**config.mk**
```make
export PLATFORM = sky130hd
export DESIGN_NAME = input_conditioner
export DESIGN_NICKNAME = d
export VERILOG_FILES = /design/src/rtl/input_conditioner_pkg.sv /design/src/rtl/input_conditioner_debounce_cell.sv /design/src/rtl/input_conditioner.sv
export SDC_FILE = /design/constraint.sdc
export NUM_CORES = 1
export LEC_CHECK = 0
export ABC_AREA = 0
export CAP_MARGIN = 30
export CORE_MARGIN = 2
export CORE_UTILIZATION = 38
export CTS_CLUSTER_DIAMETER = 80
export DETAILED_ROUTE_END_ITERATION = 6
export PLACE_DENSITY_LB_ADDON = 0.1
export SLEW_MARGIN = 5
export SYNTH_ARGS = -nofsm -noshare
export SYNTH_HDL_FRONTEND = slang
export SYNTH_SLANG_ARGS = --single-unit
```
**constraint.sdc**
```tcl
create_clock -name clk -period 4.8 [get_ports clk]
set_clock_uncertainty 0.15 [all_clocks]
set_input_delay 1.44 -clock clk [delete_from_list [all_inputs] [get_ports clk]]
set_output_delay 1.44 -clock clk [all_outputs]
set_load 0.005 [all_outputs]
```
**src/rtl/input_conditioner_pkg.sv**
```systemverilog
// Shared constants and types for the board-input conditioner.
// Board tops import this package so they all agree on debounce timing.
package input_conditioner_pkg;

    // Default clk cycles per debounce sample tick (1 kHz at 100 MHz).
    localparam int unsigned COND_TICK_DIV = 100000;

    // Default number of consecutive differing ticks needed to accept a new level.
    localparam int unsigned COND_DB_CNT = 10;

    // Debounce cell state: STABLE while the count is zero, PENDING while qualifying.
    typedef enum logic {
        DB_STABLE  = 1'b0,
        DB_PENDING = 1'b1
    } db_state_t;

    // Qualification counter width: clog2(db_cnt), never narrower than one bit.
    function automatic int unsigned db_cnt_width(input int unsigned db_cnt);
        return (db_cnt <= 2) ? 1 : $clog2(db_cnt);
    endfunction

endpackage

```
**src/rtl/input_conditioner_debounce_cell.sv**
```systemverilog
// One conditioned input: two-flop synchroniser, tick-paced qualification
// counter, debounced level register and registered rise/fall strobes.
module input_conditioner_debounce_cell
    import input_conditioner_pkg::*;
#(
    parameter int unsigned DB_CNT = COND_DB_CNT
) (
    input  logic clk,
    input  logic reset,
    input  logic tick,
    input  logic pin,
    output logic level,
    output logic rise,
    output logic fall
);

    localparam int unsigned    CW       = db_cnt_width(DB_CNT);
    localparam logic [CW-1:0]  CNT_LAST = CW'(DB_CNT - 1);

    logic          sync_q1;
    logic          sync_q2;
    db_state_t     state_q;
    db_state_t     state_d;
    logic [CW-1:0] cnt_q;
    logic [CW-1:0] cnt_d;
    logic          level_d;
    logic          rise_d;
    logic          fall_d;

    // Bring the asynchronous pin into the clk domain.
    always_ff @(posedge clk or negedge reset) begin
        if (!reset) begin
            sync_q1 <= 1'b0;
            sync_q2 <= 1'b0;
        end else begin
            sync_q1 <= pin;
            sync_q2 <= sync_q1;
        end
    end

    // Debounce state, count, level and strobe registers.
    always_ff @(posedge clk or negedge reset) begin
        if (!reset) begin
            state_q <= DB_STABLE;
            cnt_q   <= '0;
            level   <= 1'b0;
            rise    <= 1'b0;
            fall    <= 1'b0;
        end else begin
            state_q <= state_d;
            cnt_q   <= cnt_d;
            level   <= level_d;
            rise    <= rise_d;
            fall    <= fall_d;
        end
    end

    // Advance qualification only on ticks; any agreeing sample restarts it.
    always_comb begin
        state_d = state_q;
        cnt_d   = cnt_q;
        level_d = level;
        rise_d  = 1'b0;
        fall_d  = 1'b0;
        if (tick) begin
            if (sync_q2 == level) begin
                state_d = DB_STABLE;
                cnt_d   = '0;
            end else if (cnt_q == CNT_LAST) begin
                state_d = DB_STABLE;
                cnt_d   = '0;
                level_d = sync_q2;
                rise_d  = sync_q2;
                fall_d  = ~sync_q2;
            end else begin
                state_d = DB_PENDING;
                cnt_d   = cnt_q + 1'b1;
            end
        end
    end

endmodule

```
**src/rtl/input_conditioner.sv**
```systemverilog
// Board-input front end: shared debounce prescaler plus one debounce cell
// per push button and slide switch, giving clean levels and edge strobes.
module input_conditioner
    import input_conditioner_pkg::*;
#(
    parameter int unsigned NBTN     = 5,
    parameter int unsigned NSW      = 16,
    parameter int unsigned TICK_DIV = COND_TICK_DIV,
    parameter int unsigned DB_CNT   = COND_DB_CNT
) (
    input  logic            clk,
    input  logic            reset,
    input  logic [NBTN-1:0] BTN_IN,
    input  logic [NSW-1:0]  SW_IN,
    output logic [NBTN-1:0] btn_level,
    output logic [NBTN-1:0] btn_press,
    output logic [NBTN-1:0] btn_release,
    output logic [NSW-1:0]  sw_level,
    output logic [NSW-1:0]  sw_change,
    output logic            tick
);

    localparam int unsigned   PW      = $clog2(TICK_DIV);
    localparam logic [PW-1:0] PS_LAST = PW'(TICK_DIV - 1);

    logic [PW-1:0]  ps_q;
    logic [NSW-1:0] sw_rise;
    logic [NSW-1:0] sw_fall;

    // Free-running prescaler counting 0..TICK_DIV-1.
    always_ff @(posedge clk or negedge reset) begin
        if (!reset) begin
            ps_q <= '0;
        end else if (ps_q == PS_LAST) begin
            ps_q <= '0;
        end else begin
            ps_q <= ps_q + 1'b1;
        end
    end

    // One-cycle sample strobe on the last prescaler count.
    always_comb begin
        tick = (ps_q == PS_LAST);
    end

    for (genvar gb = 0; gb < NBTN; gb++) begin : g_btn
        input_conditioner_debounce_cell #(
            .DB_CNT (DB_CNT)
        ) u_cell (
            .clk   (clk),
            .reset (reset),
            .tick  (tick),
            .pin   (BTN_IN[gb]),
            .level (btn_level[gb]),
            .rise  (btn_press[gb]),
            .fall  (btn_release[gb])
        );
    end

    for (genvar gs = 0; gs < NSW; gs++) begin : g_sw
        input_conditioner_debounce_cell #(
            .DB_CNT (DB_CNT)
        ) u_cell (
            .clk   (clk),
            .reset (reset),
            .tick  (tick),
            .pin   (SW_IN[gs]),
            .level (sw_level[gs]),
            .rise  (sw_rise[gs]),
            .fall  (sw_fall[gs])
        );
    end

    // Switch consumers only care that a transition happened, not its direction.
    always_comb begin
        sw_change = sw_rise | sw_fall;
    end

endmodule
```
==> metrics.md <==
| Metric | Value |
|---|---|
| Result of the run | complete, no violations |
| Via count | 6696 |
| Fraction of layout cells with a size suffix above 1 | 9.00% |
| Transition time at the pin with the least slew margin | 953 ps |
| Global-route met3 utilization | 2.53% |
| Net Count, Synth | 940 |
| Number of global-route vias before repair | 6558 |
| Gate family responsible for the most delay along the worst path | simple AND/OR/NAND/NOR gates |
| Crit path DAT | 2520 ps |
| # port buffers | 70 |
| TritonCTS clock tree | built |
| Htree depth | 1 |
| Number of pins with negative max-slew slack in the final report | 0 |
| First-iteration detailed-routing DRC count | 407 |
| Slew margin rel. | 36.5% |
| Cell count after synthesis | 878 |
| Total track usage | 14.8% |
| Total Wirelength | 19.5 mm |
| Worst vdd rail ir drop | 216 µV |
| Register-to-register setup slack | 2010 ps |
| Count of antenna diodes in the layout | 0 |
| Cell at the root of the clock tree | sky130_fd_sc_hd__clkbuf_16 |
| Effective utilization at floorplan | 38.6% |
| Count of endpoints failing setup in the final report | 0 |
| Cells taking the most area after synthesis | sky130_fd_sc_hd__dfrtp_1, sky130_fd_sc_hd__o31ai_1, sky130_fd_sc_hd__ha_1 |
| Number of flops mapped to enable cells by yosys | 0 |
| Clock Latency Late Sink | 520 ps |
| Detail Placement HPWL | 11.3 mm |
| Core area | 25200 µm² |
| Final clock period utilization by the worst path | 85.7% |
| Post-CTS Setup Bufs | 0 |
| Number of buffers on the longest clock path | 3 |
| Number of cell rows | 58 |
| Synthesized area per cell | 11.1 µm² |
| RSZ-0062 raised after global routing | no |
| Power density over cell area | 332 nW/µm² |
| Yosys top cell by area | sky130_fd_sc_hd__dfrtp_1 |
| Number of register bits inferred by synthesis | 206 |
| Leading register cell type out of synthesis | sky130_fd_sc_hd__dfrtp_1 |
| Count of yosys warnings during synthesis | 0 |
| Nets | 978 |
| Routed Antenna Nets | 0 |
| Via-per-instance ratio | 5.30 |
| Minimum clock period | 4110 ps |
| Seq/Total Area, Yosys | 53.0% |
| Async set or reset register ratio after synthesis | 100% |
| Wire per inst | 15.4 µm |
| Cell area after synthesis | 9720 µm² |
| Layer with the highest usage after global routing | met2 |
| Clock Pin Slew Worst Setup and Hold Paths | 60 ps |
| Die area | 26900 µm² |
| Met2 track demand over resource | 23.4% |
| Leak | 4.90 nW |
| Post-detailed-route DRC marker count | 0 |
| Type of the setup path with the least slack | reg -> out |
| Delay contributed by the slowest stage of the critical path | 500 ps |
| Startpoint types | flop |
| Final global-route overflow total | 0 |
| Count of different cell masters after synthesis | 40 |
| Largest fanout on the critical path | 5 |
| Number of antenna violations at the first check in global routing | 0 |
| CP endpoint kind | output pin |
| Buf/Inv on CP | 2 |
| Pin count of the biggest net entering global routing | 92 |
| Quantity of gates resized following cts | 0 |
| Number of hold violations in the final report | 0 |
| Number of CTS-inserted buffers | 25 |
| Final design utilization | 45.3% |
| Count of boundary I/O pins | 71 |
| Maximum achievable frequency | 0.243 GHz |
| Global-route wire length before repair | 32.9 mm |
| Post-route setup TNS | 0 ps |
| Slowest library cell on the worst path | sky130_fd_sc_hd__clkdlybuf4s50_1 |
| Post-CTS Hold Buffers | 0 |
| Chip height | 164 µm |
| Horizontal extent of the die | 164 µm |
| Area delta synth->final | 17.2% |
| Class of the worst hold path | reg -> reg |
| Global placer's final weighted congestion | 0.723 |
| Max capacitance violation total | 0 |
| Critical path cell sequence | ha_1, nor4b_1, and4_1, nand2_2, inv_1, clkdlybuf4s50_1 |
| Fraction of post-synthesis cell area in the top cell type by area | 53.0% |
| Global-route track usage on met1 | 21.3% |
| Critical Path RT | 3210 ps |
| Detailed-routing iteration count for the pre-antenna-repair pass | 5 |
| Clock sink count | 206 |
kinds of logic (layout without fill, tap and decap cells):
group,count (synthesis),in the layout,share of synthesized area (%)
adders and majority gates,39,39,5.02
DFF,206,206,53.0
muxes,6,6,0.669
AOI/OAI and AO/OA,217,217,14.4
xor gates and xnor gates,42,42,3.78
buffers and inverters,111,166,5.73
and+or+nand+nor,257,257,17.4
cell usage in the layout (no fill, tap or decap), drive strengths merged, types with 3 or more instances in the layout:
| cell type | instances |
|---|---|
| or4 | 19 |
| inv | 45 |
| clkbuf | 38 |
| nor3b | 20 |
| o41ai | 20 |
| o31ai | 86 |
| nand2b | 26 |
| buf | 10 |
| clkdlybuf4s50 | 69 |
| nand2 | 25 |
| nor4 | 28 |
| mux2 | 4 |
| a22o | 3 |
| nor2 | 10 |
| xor2 | 6 |
| dfrtp | 206 |
| nor3 | 21 |
| o21ai | 93 |
| a21oi | 10 |
| nand3 | 25 |
| and3b | 21 |
| and4 | 19 |
| ha | 39 |
| nor2b | 3 |
| or2 | 16 |
| nand3b | 18 |
| xnor2 | 36 |
| o211ai | 4 |
per-layer routing:
layer	wire, µm	up-vias	share of wire (%)
met5	0	-	0
met4	402	0	2.1
met1	9820	3290	50
met3	633	27	3.3
met2	8610	97	44
li1	-	3282	-
worst paths after layout:
check,depth (start not counted),from,to
setup / recovery,6,ps_q[0],tick
hold / removal,0,g_sw[12].u_cell.sync_q1,g_sw[12].u_cell.sync_q2
setup reg to reg,5,ps_q[11],g_sw[9].u_cell.cnt_q[3]
hold reg to reg,0,g_sw[12].u_cell.sync_q1,g_sw[12].u_cell.sync_q2
max in group asynchronous,2,reset,ps_q[2]
min in group asynchronous,1,reset,g_sw[1].u_cell.cnt_q[0]
power breakdown:
| part | switching [mW] | internal (mW) | total, mW |
|---|---|---|---|
| Clock | 0.723 | 1.22 | 1.94 |
| Combinational | 0.0557 | 0.0291 | 0.0848 |
| Sequential | 0.00893 | 1.76 | 1.76 |
registers in the layout, indices dropped and copies added (netlist names), 16 cells and up:
signal,count
ps_q,17
g_sw.u_cell.sync_q2,16
g_sw.u_cell.fall,16
g_sw.u_cell.level,16
g_sw.u_cell.rise,16
g_btn.u_cell.cnt_q,20
g_sw.u_cell.sync_q1,16
g_sw.u_cell.cnt_q,64
final cells by class:
class / instances / area [µm²]
fillers: 2336 / 13800
well taps: 330 / 413
multi-input cells: 561 / 4020
repair buffers: 79 / 786
clock buffers: 38 / 774
clock inverters: 6 / 92.6
inverters: 43 / 161
flip-flops and latches: 206 / 5150
cells in the mapped netlist (10+ instances only):
| cell type | n |
|---|---|
| sky130_fd_sc_hd__dfrtp_1 | 206 |
| sky130_fd_sc_hd__o21ai_0 | 92 |
| sky130_fd_sc_hd__o31ai_1 | 86 |
| sky130_fd_sc_hd__inv_1 | 43 |
| sky130_fd_sc_hd__ha_1 | 39 |
| sky130_fd_sc_hd__xnor2_1 | 36 |
| sky130_fd_sc_hd__buf_4 | 31 |
| sky130_fd_sc_hd__clkbuf_1 | 29 |
| sky130_fd_sc_hd__nor4_1 | 27 |
| sky130_fd_sc_hd__nand2b_1 | 26 |
| sky130_fd_sc_hd__nand3_1 | 25 |
| sky130_fd_sc_hd__nand2_1 | 24 |
| sky130_fd_sc_hd__and3b_1 | 21 |
| sky130_fd_sc_hd__nor3_1 | 21 |
| sky130_fd_sc_hd__nor3b_1 | 20 |
| sky130_fd_sc_hd__o41ai_1 | 20 |
| sky130_fd_sc_hd__and4_1 | 19 |
| sky130_fd_sc_hd__nand3b_1 | 18 |
| sky130_fd_sc_hd__or2_2 | 16 |
| sky130_fd_sc_hd__a21oi_1 | 10 |
| sky130_fd_sc_hd__nor2_1 | 10 |
| sky130_fd_sc_hd__or4_4 | 10 |
stage by stage:
step | worst slack (ps) | std cells | power, mW | hold slack (ps) | instance area, µm²
floorplan | 1550 | 878 | 1.82 | 181 | 9720
global placement | 1260 | 1219 | 1.88 | 182 | 10500
detailed placement | 1210 | 1219 | 1.88 | 185 | 10500
CTS | 637 | 1263 | 3.86 | 197 | 11400
global route | 427 | 1263 | 3.94 | 199 | 11400
finish | 687 | 1263 | 3.79 | 193 | 11400
(Power assumes the default switching activity.)
